<file path="config.mk">
export PLATFORM = sky130hd
export DESIGN_NAME = mux_n_pipe
export DESIGN_NICKNAME = d
export VERILOG_FILES = /design/src/rtl/mux_n_pipe.sv
export SDC_FILE = /design/constraint.sdc
export NUM_CORES = 1
export LEC_CHECK = 0
export BUFFER_PORTS_ARGS = -buffer_cell sky130_fd_sc_hd__clkbuf_2
export CAP_MARGIN = 30
export CORE_MARGIN = 3
export CORE_UTILIZATION = 35
export CTS_BUF_LIST = sky130_fd_sc_hd__clkbuf_8
export DETAILED_ROUTE_END_ITERATION = 16
export GPL_TIMING_DRIVEN = 0
export MAX_ROUTING_LAYER = met4
export PLACE_DENSITY = 0.66
export SYNTH_ARGS = -nofsm -noshare
export SYNTH_HDL_FRONTEND = slang
export SYNTH_SLANG_ARGS = --single-unit
</file>
<file path="constraint.sdc">
create_clock -name clk_i -period 1.5 [get_ports clk_i]
set_clock_uncertainty 0.2 [all_clocks]
set_input_delay 0.075 -clock clk_i [delete_from_list [all_inputs] [get_ports clk_i]]
set_output_delay 0.075 -clock clk_i [all_outputs]
set_load 0.1 [all_outputs]
</file>
<file path="src/rtl/mux_n_pipe.sv">
// mux_n_pipe: NUM_IN-to-1 select stage feeding a 2-entry skid buffer with a
// valid/ready output handshake. ready_o is a register output.
// Optional feature macro: MUX_N_SEL_ERR_EN. When defined, an out-of-range
// select yields data 0 and an err flag that travels with the beat. When
// undefined, an out-of-range select picks the last input and err_o is 0.
module mux_n_pipe #(
    parameter int SIZE   = 16,
    parameter int NUM_IN = 4,
    parameter int SEL_W  = 2
) (
    input  logic                   clk_i,
    input  logic                   rst_i,
    input  logic [NUM_IN*SIZE-1:0] data_i,
    input  logic [SEL_W-1:0]       select_i,
    input  logic                   valid_i,
    output logic                   ready_o,
    output logic [SIZE-1:0]        data_o,
    output logic                   valid_o,
    input  logic                   ready_i,
    input  logic                   flush_i,
    output logic                   err_o
);

    typedef enum logic [1:0] {
        EMPTY = 2'd0,
        ONE   = 2'd1,
        FULL  = 2'd2
    } state_t;

    state_t          state, next_state;
    logic            ready_q;
    logic [SIZE-1:0] main_data, skid_data, sel_data;
    logic            main_err, skid_err, sel_err;
    logic            accept, pop;
    logic            ld_main_in, ld_main_skid, ld_skid;

    assign accept  = valid_i && ready_q;
    assign pop     = (state != EMPTY) && ready_i;
    assign ready_o = ready_q;
    assign valid_o = (state != EMPTY);
    assign data_o  = main_data;
    assign err_o   = main_err;

`ifdef MUX_N_SEL_ERR_EN
    // Input select; any index without a matching input flags an error and yields 0.
    always_comb begin
        sel_data = '0;
        sel_err  = 1'b1;
        for (int unsigned k = 0; k < unsigned'(NUM_IN); k++) begin
            if (select_i == SEL_W'(k)) begin
                sel_data = data_i[k*SIZE +: SIZE];
                sel_err  = 1'b0;
            end
        end
    end
`else
    // Input select; indices past the last input fall back to the last input.
    always_comb begin
        sel_data = data_i[(NUM_IN-1)*SIZE +: SIZE];
        sel_err  = 1'b0;
        for (int unsigned k = 0; k < unsigned'(NUM_IN); k++) begin
            if (select_i == SEL_W'(k)) begin
                sel_data = data_i[k*SIZE +: SIZE];
            end
        end
    end
`endif

    // State register; ready_o is registered from the next state so it is
    // low exactly while the skid entry is occupied.
    always_ff @(posedge clk_i) begin
        if (rst_i) begin
            state   <= EMPTY;
            ready_q <= 1'b1;
        end else begin
            state   <= next_state;
            ready_q <= (next_state != FULL);
        end
    end

    // Next-state and buffer load controls; flush overrides accept and pop.
    always_comb begin
        next_state   = state;
        ld_main_in   = 1'b0;
        ld_main_skid = 1'b0;
        ld_skid      = 1'b0;
        if (flush_i) begin
            next_state = EMPTY;
        end else begin
            case (state)
                EMPTY: begin
                    if (accept) begin
                        next_state = ONE;
                        ld_main_in = 1'b1;
                    end
                end
                ONE: begin
                    if (accept && pop) begin
                        ld_main_in = 1'b1;
                    end else if (accept) begin
                        next_state = FULL;
                        ld_skid    = 1'b1;
                    end else if (pop) begin
                        next_state = EMPTY;
                    end
                end
                FULL: begin
                    if (pop) begin
                        next_state   = ONE;
                        ld_main_skid = 1'b1;
                    end
                end
                default: next_state = EMPTY;
            endcase
        end
    end

    // Main (head) and skid data registers; main holds when nothing loads.
    always_ff @(posedge clk_i) begin
        if (rst_i) begin
            main_data <= '0;
            main_err  <= 1'b0;
            skid_data <= '0;
            skid_err  <= 1'b0;
        end else begin
            if (ld_main_in) begin
                main_data <= sel_data;
                main_err  <= sel_err;
            end else if (ld_main_skid) begin
                main_data <= skid_data;
                main_err  <= skid_err;
            end
            if (ld_skid) begin
                skid_data <= sel_data;
                skid_err  <= sel_err;
            end
        end
    end

endmodule

</file>
* Word-level counts from Yosys, hierarchy flattened
Cells that the tools add are included.
** Cells by class
- Eq/ne operators :: 6
- Mux-type cells :: 23
- Reductions and logical operators :: 7
** Operators with widths (number)
- $mux W16 :: 6
- $mux W2 :: 6
- $mux W1 :: 9
- $eq A2 B2 Y1 const B :: 3
- $pmux W2 S3 :: 1
- $eq A2 B1 Y1 const B :: 2
- $logic_not A2 Y1 :: 2
- $reduce_bool A2 Y1 :: 2
- $logic_and A1 B1 Y1 :: 3
- $ne A2 B2 Y1 const B :: 1
- $pmux W1 S2 :: 1
** Storage, ports and cells
- Flip-flop bits (word level) :: 35
- Output and inout bits :: 19
- Logic and storage cells :: 40

* Depth between registers and ports, before layout
- Depth in word-level cells :: 8
- Depth in mapped cells :: 6
- Gate-level depth less buffers :: 4

* Least setup slack after synthesis
OpenSTA, ideal clock, no wires.
- Path type :: register to register
- Start point :: register ready_q (netlist: ready_o)
- End point :: register skid_data[6]
- Setup time :: 70 ps
- Data arrival time :: 1858 ps
- Data required time :: 1230 ps
- Path slack :: -629 ps
- Cell stages (with the launch flop) :: 7
- Clock period less this slack :: 2129 ps
- Cells stage by stage :: dfxtp_1 > and4bb_4 > and2_1 > buf_4 > buf_6 > nand2_1 > a21oi_1
** Between the ends
- Longest elaborated chain between the ends :: 5
- Elaborated cells between the ends (all ways) :: 6
** Ends and longest elaborated chain
- start, declared :: line 31 : logic ready_q;
- start signal, assigned :: line 77 : ready_q <= (next_state != FULL);
- $logic_and A1 B1 Y1 (*) :: line 37 : assign accept = valid_i && ready_q;
- $mux W1 or $logic_and A1 B1 Y1 (tied branches) :: line 100, 98
- $mux W1 (*) :: line 98 : if (accept && pop) begin
- $mux W1 (*) :: line 90 : case (state)
- $mux W1 (*) :: line 87 : if (flush_i) begin
- end signal, assigned :: line 134 : skid_data <= sel_data;
- end, declared :: line 32 : logic [SIZE-1:0] main_data, skid_data, sel_data;
Mark *: on every way between the ends. The rest lies on a longest branch, timed or not.
A chain may end at the register's enable or synchronous reset.

* Worst setup path in the final report
- Start point :: register state[1]
- End point :: register main_data[12] (netlist: data_o[12])
** Between the ends
- Longest elaborated chain between the ends :: 7
- Elaborated cells between the ends (all ways) :: 14
** Ends and longest elaborated chain
- start, declared :: line 30 : state_t state, next_state;
- start signal, assigned :: line 76 : state <= next_state;
- $reduce_bool A2 Y1 :: line 38 : assign pop = (state != EMPTY) && ready_i;
- $logic_and A1 B1 Y1 :: line 38
- $logic_and A1 B1 Y1 :: line 98
- $mux W1 :: line 98
- $pmux W1 S2 :: line 90
- $mux W1 :: line 87
- $mux W16 or $reduce_bool A2 Y1 (tied branches)
- end signal, assigned :: line 127 : main_data <= sel_data;
- end signal, assigned :: line 130 : main_data <= skid_data;
- end, declared :: line 32
Parallel ways exist; a longest one is shown, timed or not.

==> results.ini <==
[timing]
hold_viol_final=0
fmaxAchievable_mhz=648
slew_viol_final=0
relSlewSlack_pct=53.5
rsz0062_at_grt=yes
setup_viol=14
min_period_ns=1.54
worstMarginPinSlew_ns=0.698
period_share_pct=103
worst_slack_ns=-0.0431

[grt]
grt_overflow=0
grt_pass1_wl_um=7980
grt_usage_pct=16.9
grt_max_degree=17
grt_pass1_vias=1671
antenna_found_initial=0

[logic_synthesis]
synth_flop_cell=dfxtp_1
postSynthAreaPerCell_um2=10.5
synth_cells=179
synth-seq-cells=35
mappedNetlistNets=250
synth_edf_count=0
ys_seq_area_share_pct=37.4
synth.distinct_cells=32
synth_area_leader_cell=dfxtp_1
synth.most_common_cell=nand2_1
synth_top_area_share_pct=37.4
synth_warnings=0
synth-async-reset-ratio_pct=0
syn_area_um2=1870
yosys-top-cells-count=nand2_1, dfxtp_1, a21oi_1
synth_area_leaders=dfxtp_1, mux4_1, nand2_1, mux4_2, a21oi_1

[worst_setup_path]
critPathCapture=data_o[12]$_SDFFE_PP0P_
rr_startpoint=state[1]$_SDFF_PP0_
worst_setup_path_start_kind=flip-flop
arrival_ns=1.57
critPathKind=reg -> reg
r2r_setup_slack_ns=-0.04
critPathRequiredTime_ns=1.53
crit_start=state[1]$_SDFF_PP0_
reg2regPathDepth=6
cp-end-kind=flip-flop
timing.rr.end=data_o[12]$_SDFFE_PP0P_
cp_max_fo=5

[die]
core_um2=4940
fp.dieH_um=79.1
die_w_um=79.1
row_count=25
fp.dieArea_um2=6260
initial_utilization_pct=37.9
io_pins=90

[power_and_ir_drop]
p_leak_nw=1.15
power_switching_mw=0.752
peakVddDrop_mv=0.443
p_clk_share_pct=34.9
p_per_area_nw_per_um2=873
seq_power_share_pct=39.9
p_sw_share_pct=30.8
comb_power_share_pct=25.2
internal-power_mw=1.69

[outcome]
outcome=finished with violations
violations=setup timing

[cells_and_area]
fin_cells=350
num_antenna_cells=0
layout-area-overhead-vs-synth_pct=49.5
final_core_util_pct=56.6
layout-drive-gt1-share_pct=58.0
final_nets=353

[clock_tree]
cts_buffers=5
cts_root_buf=clkbuf_8
path_clk_slew_ns=0.08
cts_sinks=35
clk_latency_ns=0.29
cts_tree=yes
htree_num_levels=2
clockBufferDepth=2

[drt]
drc=0
vias_per_cell=5.00
firstDrtPassIters=4
wl_per_cell_um=14.7
routed-via-count=1749
drt-initial-drc-count=56
drtAntennaViolNets=0
wl_um=5130

[placed_design]
gp_congestion=0.776
dp_hpwl_um=3590
pre_cts_slack_ns=-0.132
io_buffers=86
place_inst=332

[run]
cap_viol_max_count=0

[worst_hold_path]
hold_path_class=in -> reg

[routing by layer]
| metal | GRT usage, % | part of all wire (%) | vias to the layer above |
|---|---|---|---|
| li1 | - | - | 866 |
| met1 | 21.3 | 45 | 812 |
| met2 | 26.9 | 48 | 66 |
| met3 | 4.76 | 6.9 | 5 |
| met4 | 4.30 | 0.60 | 0 |
| met5 | - | 0 | - |
[registers in the layout (all words and copies together), names as in the netlist]
signal and count:
ready_o 1, state 2, data_o 16, skid_data 16
[through the flow]
step / total power, mW / TNS (ns) / hold slack [ns] / area [um2]
2_1_floorplan: 1.39 / -2.17 / -0.0469 / 1880
3_3_place_gp: 1.54 / -2.35 / 0.117 / 2400
3_5_place_dp: 1.55 / -2.50 / 0.110 / 2400
4_1_cts: 2.43 / 0 / 0.0290 / 2610
5_1_grt: 2.54 / -1.46 / 0.0571 / 2800
6_report: 2.44 / -0.305 / 0.0410 / 2800
[repair_timing]
item / CTS / global route
setup endpoints to repair: 30 / 33
pin swaps: 9 / 11
hold endpoints to repair: 3 / 0
gates resized for setup: 13 / 42
cloned: 1 / 0
buffers inserted: 4 / 5
hold buffers: 3 / 0
[area by class of cell]
type,instances,area [um2]
clock buffers,5,68.8
plain buffers,12,128
fillers,459,2140
multi-input cells,129,1190
repair buffers,99,573
flip-flops and latches,35,709
well taps,67,83.8
clock inverters,3,43.8
[critical path, cell delays in order (launching register included)]
cell and delay (ns):
dfxtp_4 0.35, and4bb_4 0.24, buf_6 0.12, a21oi_4 0.22
buf_6 0.17, nand2_1 0.07, a21oi_2 0.11
[cells in the final DEF, fill, tap and decap left out, types with 4 or more instances in the layout]
cell       count
clkbuf_2      85
nand2_1       42
dfxtp_1       32
a21oi_1       18
a21oi_2       11
buf_6          9
a22oi_2        9
mux4_1         9
mux4_2         7
buf_4          5
clkbuf_8       5
o2bb2ai_2      4
[logic make-up (layout without fill, tap and decap cells)]
| family | after synthesis | after routing | share of synthesized area, % |
|---|---|---|---|
| AO/OA/AOI/OAI | 47 | 47 | 17.4 |
| XOR/XNOR | 1 | 1 | 0.468 |
| buffers and inverters | 15 | 119 | 6.48 |
| flip-flops | 35 | 35 | 37.4 |
| multiplexers | 20 | 20 | 23.2 |
| other | 1 | 1 | 0.200 |
| AND/OR/NAND/NOR | 60 | 60 | 14.8 |
[power by group through the flow]
stage	combinational (mW)	clock, mW	sequential [mW]
final	0.616	0.853	0.974
after global routing	0.654	0.911	0.977
after CTS	0.578	0.878	0.973
after detailed placement	0.551	0	0.995
after global placement	0.547	0	0.994
after floorplan	0.223	0	1.17
[worst min path at each step]
stage          slack (ns)        from                 endpoint  cells after the start
6_report             0.04  data_i[59]  data_o[11]$_SDFFE_PP0P_                      3
5_1_grt              0.06  data_i[55]   data_o[7]$_SDFFE_PP0P_                      3
4_1_cts              0.03  data_i[59]  data_o[11]$_SDFFE_PP0P_                      3
3_5_place_dp         0.11     flush_i      state[0]$_SDFF_PP0_                      2
3_3_place_gp         0.12     flush_i      state[0]$_SDFF_PP0_                      2
2_1_floorplan       -0.05     flush_i      state[1]$_SDFF_PP0_                      1
(Power assumes the default switching activity.)
